File: config.mk
export PLATFORM = sky130hd
export DESIGN_NAME = sipo_deser_flat
export DESIGN_NICKNAME = d
export VERILOG_FILES = /design/src/rtl/sipo_deser_pkg.sv /design/src/rtl/sipo_deser_if.sv /design/src/rtl/sipo_deser_out_reg.sv /design/src/rtl/sipo_deser.sv /design/src/flat_wrapper.sv
export SDC_FILE = /design/constraint.sdc
export NUM_CORES = 1
export LEC_CHECK = 0
export ABC_AREA = 1
export BUFFER_PORTS_ARGS = -buffer_cell sky130_fd_sc_hd__buf_2
export CAP_MARGIN = 20
export CORE_MARGIN = 2
export CORE_UTILIZATION = 60
export CTS_BUF_LIST = sky130_fd_sc_hd__clkbuf_2
export CTS_CLUSTER_SIZE = 14
export DETAILED_ROUTE_END_ITERATION = 16
export GPL_ROUTABILITY_DRIVEN = 0
export PLACE_DENSITY = 0.87
export SLEW_MARGIN = 15
export SYNTH_ARGS = -nofsm -noshare
export SYNTH_HDL_FRONTEND = slang
export SYNTH_HIERARCHICAL = 1
export SYNTH_SLANG_ARGS = --single-unit
File: constraint.sdc
create_clock -name clk -period 3.9 [get_ports clk]
set_input_delay 0.195 -clock clk [delete_from_list [all_inputs] [get_ports clk]]
set_output_delay 0.195 -clock clk [all_outputs]
set_load 0.05 [all_outputs]
File: src/rtl/sipo_deser_pkg.sv
`default_nettype none
// ============================================================================
// Module   : sipo_pkg
// Brief    : Shared types and helpers for the serial-in parallel-out
//            deserializer.
// Revision : 1.0 - initial release
// ============================================================================
package sipo_pkg;

  // Receive-side states of the deserializer
  typedef enum logic [1:0] {
    IDLE  = 2'd0,   // no bits collected yet
    SHIFT = 2'd1,   // partial word in progress
    PEND  = 2'd2    // full word parked in the shift register
  } state_t;

  // Width of a counter that must be able to hold values 0..width
  function automatic int cnt_width(input int width);
    return $clog2(width + 1);
  endfunction

endpackage
`default_nettype wire

File: src/rtl/sipo_deser_if.sv
`default_nettype none
// ============================================================================
// Module   : sipo_deser_if
// Brief    : Serial input / valid-ready parallel output bundle of the
//            deserializer. master = stream source and word sink,
//            slave = deserializer.
// Revision : 1.0 - initial release
// ============================================================================
interface sipo_deser_if #(
  parameter int WIDTH = 4
);
  logic             si;
  logic             si_valid;
  logic             si_abort;
  logic [WIDTH-1:0] po;
  logic             po_valid;
  logic             po_ready;

  modport master (
    output si, si_valid, si_abort, po_ready,
    input  po, po_valid
  );

  modport slave (
    input  si, si_valid, si_abort, po_ready,
    output po, po_valid
  );
endinterface
`default_nettype wire

File: src/rtl/sipo_deser_out_reg.sv
`default_nettype none
// ============================================================================
// Module   : sipo_out_reg
// Brief    : Single-entry valid/ready holding register for completed words.
//            The caller only asserts load_i when the entry is free or is
//            being drained on the same edge.
// Revision : 1.0 - initial release
// ============================================================================
module sipo_out_reg #(
  parameter int WIDTH = 4
) (
  input  wire logic             clk,
  input  wire logic             rst,
  input  wire logic             load_i,
  input  wire logic [WIDTH-1:0] data_i,
  input  wire logic             ready_i,
  output logic      [WIDTH-1:0] po_o,
  output logic                  po_valid_o
);

  logic [WIDTH-1:0] po_q;
  logic             valid_q;

  // Load wins over drain so back-to-back words leave no bubble
  always_ff @(posedge clk) begin
    if (rst) begin
      po_q    <= '0;
      valid_q <= 1'b0;
    end else if (load_i) begin
      po_q    <= data_i;
      valid_q <= 1'b1;
    end else if (ready_i) begin
      valid_q <= 1'b0;
    end
  end

  assign po_o       = po_q;
  assign po_valid_o = valid_q;

endmodule
`default_nettype wire

File: src/rtl/sipo_deser.sv
`default_nettype none
// ============================================================================
// Module   : sipo_deser
// Brief    : Serial-in parallel-out deserializer. Collects qualified bits
//            into WIDTH-bit words, parks one finished word while the output
//            is stalled and flags overrun on bits that arrive meanwhile.
// Revision : 1.0 - initial release
// ============================================================================
module sipo_deser
  import sipo_pkg::*;
#(
  parameter int WIDTH     = 4,
  parameter bit MSB_FIRST = 1'b1
) (
  input  wire logic   clk,
  input  wire logic   rst,
  sipo_deser_if.slave bus,
  output logic        busy_o,
  output logic        overrun_o,
  input  wire logic   overrun_clr_i
);

  localparam int               CNT_W    = cnt_width(WIDTH);
  localparam logic [CNT_W-1:0] CNT_LAST = CNT_W'(WIDTH - 1);

  state_t           state_q, state_d;
  logic [WIDTH-1:0] shift_q, shift_d;
  logic [CNT_W-1:0] cnt_q, cnt_d;
  logic             overrun_q, overrun_d;
  logic             busy_q;

  logic [WIDTH-1:0] shift_in;
  logic             out_free;
  logic             load;
  logic [WIDTH-1:0] load_word;

  // Shift direction decides which end of the word the first bit reaches
  generate
    if (MSB_FIRST) begin : g_msb_first
      assign shift_in = {shift_q[WIDTH-2:0], bus.si};
    end else begin : g_lsb_first
      assign shift_in = {bus.si, shift_q[WIDTH-1:1]};
    end
  endgenerate

  // Output entry can take a word if empty or being drained this edge
  assign out_free = !bus.po_valid || bus.po_ready;

  // Next-state logic: bit collection, word hand-off, abort and overrun
  always_comb begin
    state_d   = state_q;
    shift_d   = shift_q;
    cnt_d     = cnt_q;
    load      = 1'b0;
    load_word = shift_in;
    overrun_d = overrun_clr_i ? 1'b0 : overrun_q;

    case (state_q)
      IDLE, SHIFT: begin
        if (bus.si_abort) begin
          state_d = IDLE;
          shift_d = '0;
          cnt_d   = '0;
        end else if (bus.si_valid) begin
          if (cnt_q == CNT_LAST) begin
            cnt_d = '0;
            if (out_free) begin
              load      = 1'b1;
              load_word = shift_in;
              shift_d   = '0;
              state_d   = IDLE;
            end else begin
              shift_d = shift_in;
              state_d = PEND;
            end
          end else begin
            shift_d = shift_in;
            cnt_d   = cnt_q + 1'b1;
            state_d = SHIFT;
          end
        end
      end

      PEND: begin
        // No room for a new bit while a finished word is parked
        if (bus.si_valid) begin
          overrun_d = 1'b1;
        end
        if (bus.si_abort) begin
          shift_d = '0;
          state_d = IDLE;
        end else if (bus.po_ready) begin
          load      = 1'b1;
          load_word = shift_q;
          shift_d   = '0;
          state_d   = IDLE;
        end
      end

      default: begin
        state_d = IDLE;
        shift_d = '0;
        cnt_d   = '0;
      end
    endcase
  end

  // State, datapath and registered status flags
  always_ff @(posedge clk) begin
    if (rst) begin
      state_q   <= IDLE;
      shift_q   <= '0;
      cnt_q     <= '0;
      overrun_q <= 1'b0;
      busy_q    <= 1'b0;
    end else begin
      state_q   <= state_d;
      shift_q   <= shift_d;
      cnt_q     <= cnt_d;
      overrun_q <= overrun_d;
      busy_q    <= (state_d != IDLE);
    end
  end

  sipo_out_reg #(
    .WIDTH (WIDTH)
  ) u_out_reg (
    .clk        (clk),
    .rst        (rst),
    .load_i     (load),
    .data_i     (load_word),
    .ready_i    (bus.po_ready),
    .po_o       (bus.po),
    .po_valid_o (bus.po_valid)
  );

  assign busy_o    = busy_q;
  assign overrun_o = overrun_q;

endmodule
`default_nettype wire

File: src/flat_wrapper.sv
// flat-port wrapper written by rule: the top's interface ports become plain ports
module sipo_deser_flat import sipo_pkg::*;
#(
  parameter int WIDTH     = 4,
  parameter bit MSB_FIRST = 1'b1
)
  (clk, rst, busy_o, overrun_o, overrun_clr_i, bus_si, bus_si_valid, bus_si_abort, bus_po_ready, bus_po, bus_po_valid);
  sipo_deser_if #(.WIDTH(WIDTH)) bus_i ();
  input  wire logic clk;
  input  wire logic rst;
  output logic busy_o;
  output logic overrun_o;
  input  wire logic overrun_clr_i;
  input wire logic [$bits(bus_i.si)-1:0] bus_si;
  input wire logic [$bits(bus_i.si_valid)-1:0] bus_si_valid;
  input wire logic [$bits(bus_i.si_abort)-1:0] bus_si_abort;
  input wire logic [$bits(bus_i.po_ready)-1:0] bus_po_ready;
  output wire logic [$bits(bus_i.po)-1:0] bus_po;
  output wire logic [$bits(bus_i.po_valid)-1:0] bus_po_valid;
  assign bus_i.si = bus_si;
  assign bus_i.si_valid = bus_si_valid;
  assign bus_i.si_abort = bus_si_abort;
  assign bus_i.po_ready = bus_po_ready;
  assign bus_po = bus_i.po;
  assign bus_po_valid = bus_i.po_valid;
  sipo_deser #(.WIDTH(WIDTH), .MSB_FIRST(MSB_FIRST)) u_core (.clk(clk), .rst(rst), .bus(bus_i), .busy_o(busy_o), .overrun_o(overrun_o), .overrun_clr_i(overrun_clr_i));
endmodule
==> reports/metrics.yaml <==
die:
  die_y_um: 40.6
  num_rows: 13
  core_sq_mm: 0.00127
  initial_core_util_pct: 63.3
  die_area_sq_mm: 0.00165
  ios: 14
  dieWidth_um: 40.6
sta:
  fin_crit_ns: 1.47
  finalCritPeriodShare_pct: 37.6
  drv_slew: 0
  relSlewSlack_pct: 79.0
  fmax_ghz: 0.682
  rsz0062_at_grt: "no"
  hold_violations: 0
  setup_viol: 0
  worstMarginPinSlew_ns: 0.314
  final.setup.tns_ns: 0
  skew_ns: 0.00857
drt:
  ant_nets: 0
  routed_wl_um: 1500
  routedWlPerCell_um: 9.49
  drc: 0
  vias: 730
  vias_per_cell: 4.62
  first_pass_iters: 4
  drtIter0Drc: 17
global_route:
  grt_pass1_wl_um: 2420
  overflow: 0
  grt_usage_pct: 22.6
  antenna_found_initial: 0
  first_global_vias: 607
  grt_max_degree: 10
synthesis:
  syn_area_per_cell_sq_um: 6.38
  ys_seq_elements: 16
  synth_ff_type: "dfxtp_1"
  synth_area_leader_cell: "dfxtp_1"
  synthCells: 126
  netlist.area_leader.share_pct: 39.9
  synth_area_sq_um: 803
  synth_fp_nets: 134
  synth_commonest_cells: "nand2_1 (37), nor2_1 (30), inv_1 (20), dfxtp_1 (16)"
  synth_edf_count: 0
  ys_warn_count: 6
  synth_async_sr_flop_share_pct: 0
  synth.area.top_cells: "dfxtp_1 (40%), nand2_1 (17%), nor2_1 (14%), inv_1 (9.3%), o21ai_0 (3.1%)"
  ys_seq_area_share_pct: 39.9
  synth.distinct_cells: 16
  synthMostInstantiatedCell: "nand2_1"
clock_network:
  cts_buffers: 3
  cts-htree-levels: 1
  post_cts_resized: 0
  cts_hold_buf: 0
  cts.clk_slew.worst_paths_ns: 0.15
  post_cts_buffers: 0
  cts_tree: "yes"
  clock_sinks: 16
  insertion_delay_ns: 0.28
  cts_buffer_depth: 2
  root_buffer: "clkbuf_2"
power:
  powerDensity_mw_per_mm2: 309
  leakagePower_nw: 0.496
  vdd_drop_max_uv: 242
worst_hold_path:
  min_path_type: "in2reg"
job:
  drv_cap: 0
setup_path:
  crit_path_end_kind: "register"
  cp.required_ns: 4.09
  worst-setup-path-type: "reg2reg"
  worstPathMaxFanout: 5
  cp.arrival_ns: 1.66
  startpoint_type: "register"
final_layout:
  finalNetCount: 152
  drive_gt1_share_pct: 18.2
  n_antenna_cell: 0
  final_cell_area_sq_um: 906
  areaGrowthSynthToFinish_pct: 12.8
place:
  io_buffers: 13
  placed_cell_area_sq_um: 887
  hpwl_um: 1190
status:
  status: "completed"
==> metal layers <==
| layer | vias up | global-route usage [%] | routed length [um] |
|---|---|---|---|
| met1 | 310 | 27.7 | 730 |
| met5 | - | 0 | 0 |
| li1 | 406 | - | - |
| met4 | 0 | 7.50 | 0 |
| met3 | 0 | 5.00 | 62 |
| met2 | 14 | 38.5 | 707 |
==> stage by stage <==
stage | cells | total power, W | worst slack, ns | utilization, % | hold WS [ns]
global placement | 154 | 0.000212 | 2.52 | 69.9 | 0.416
global route | 158 | 0.000297 | 2.22 | 71.4 | 0.0824
finish | 158 | 0.000280 | 2.43 | 71.4 | 0.111
CTS | 158 | 0.000286 | 2.44 | 71.4 | 0.0935
floorplan | 126 | 0.000202 | 2.55 | - | 0.257
detailed placement | 154 | 0.000213 | 2.45 | 69.9 | 0.412
==> sequential cells by signal, indices dropped and copies added, names as in the netlist <==
name	cells
u_core/shift_q	4
u_core/u_out_reg/po_o	4
u_core/cnt_q	3
u_core/state_q	2
u_core/busy_o	1
u_core/overrun_o	1
u_core/u_out_reg/po_valid_o	1
==> worst paths after layout <==
kind | slack [ns] | start | end | cells past startpoint
min reg2reg | 0.49 | u_core/overrun_o | u_core/overrun_o | 2
max reg2reg | 2.43 | u_core/cnt_q[0] | u_core/u_out_reg/po_o[0] | 8
min | 0.11 | rst | u_core/u_out_reg/po_valid_o | 2
max | 2.43 | u_core/cnt_q[0] | u_core/u_out_reg/po_o[0] | 8
==> critical path, cell delays in order (launching register included) <==
cell	delay [ns]
dfxtp_1	0.36
ha_1	0.17
nand2_1	0.10
nor2_1	0.29
nand2_1	0.09
nand2_1	0.15
inv_2	0.08
nor2_1	0.10
nor2_1	0.05
==> placed cells by master, fill, tap and decap left out, drive strengths merged <==
| cell type | instances |
|---|---|
| a21oi | 2 |
| inv | 22 |
| nand3 | 2 |
| clkbuf | 3 |
| clkinv | 1 |
| dfxtp | 16 |
| nor2 | 33 |
| o21ai | 10 |
| ha | 1 |
| nand2 | 40 |
| buf | 13 |
==> cells by family after synthesis <==
family | synth area share, %
simple gates | 40.3
buf+inv | 10.3
flops | 39.9
compound gates | 7.94
fa+ha+maj | 1.56
==> final cells by class <==
type / instances / area [sq um]
multi-input cells: 88 / 400
fillers: 112 / 363
flip-flops and latches: 16 / 320
inverters: 22 / 82.6
repair buffers: 13 / 65.1
well taps: 15 / 18.8
clock buffers: 3 / 15.0
clock inverters: 1 / 3.75
==> where the power goes <==
| part | leakage, nW | internal, W | total [W] | switching [W] |
|---|---|---|---|---|
| Combinational | 0.352 | 0.0000128 | 0.0000374 | 0.0000246 |
| Sequential | 0.130 | 0.000169 | 0.000172 | 0.00000301 |
| Clock | 0.0140 | 0.0000223 | 0.0000712 | 0.0000489 |
| Total | 0.496 | 0.000204 | 0.000280 | 0.0000765 |
(Power assumes the default switching activity.)
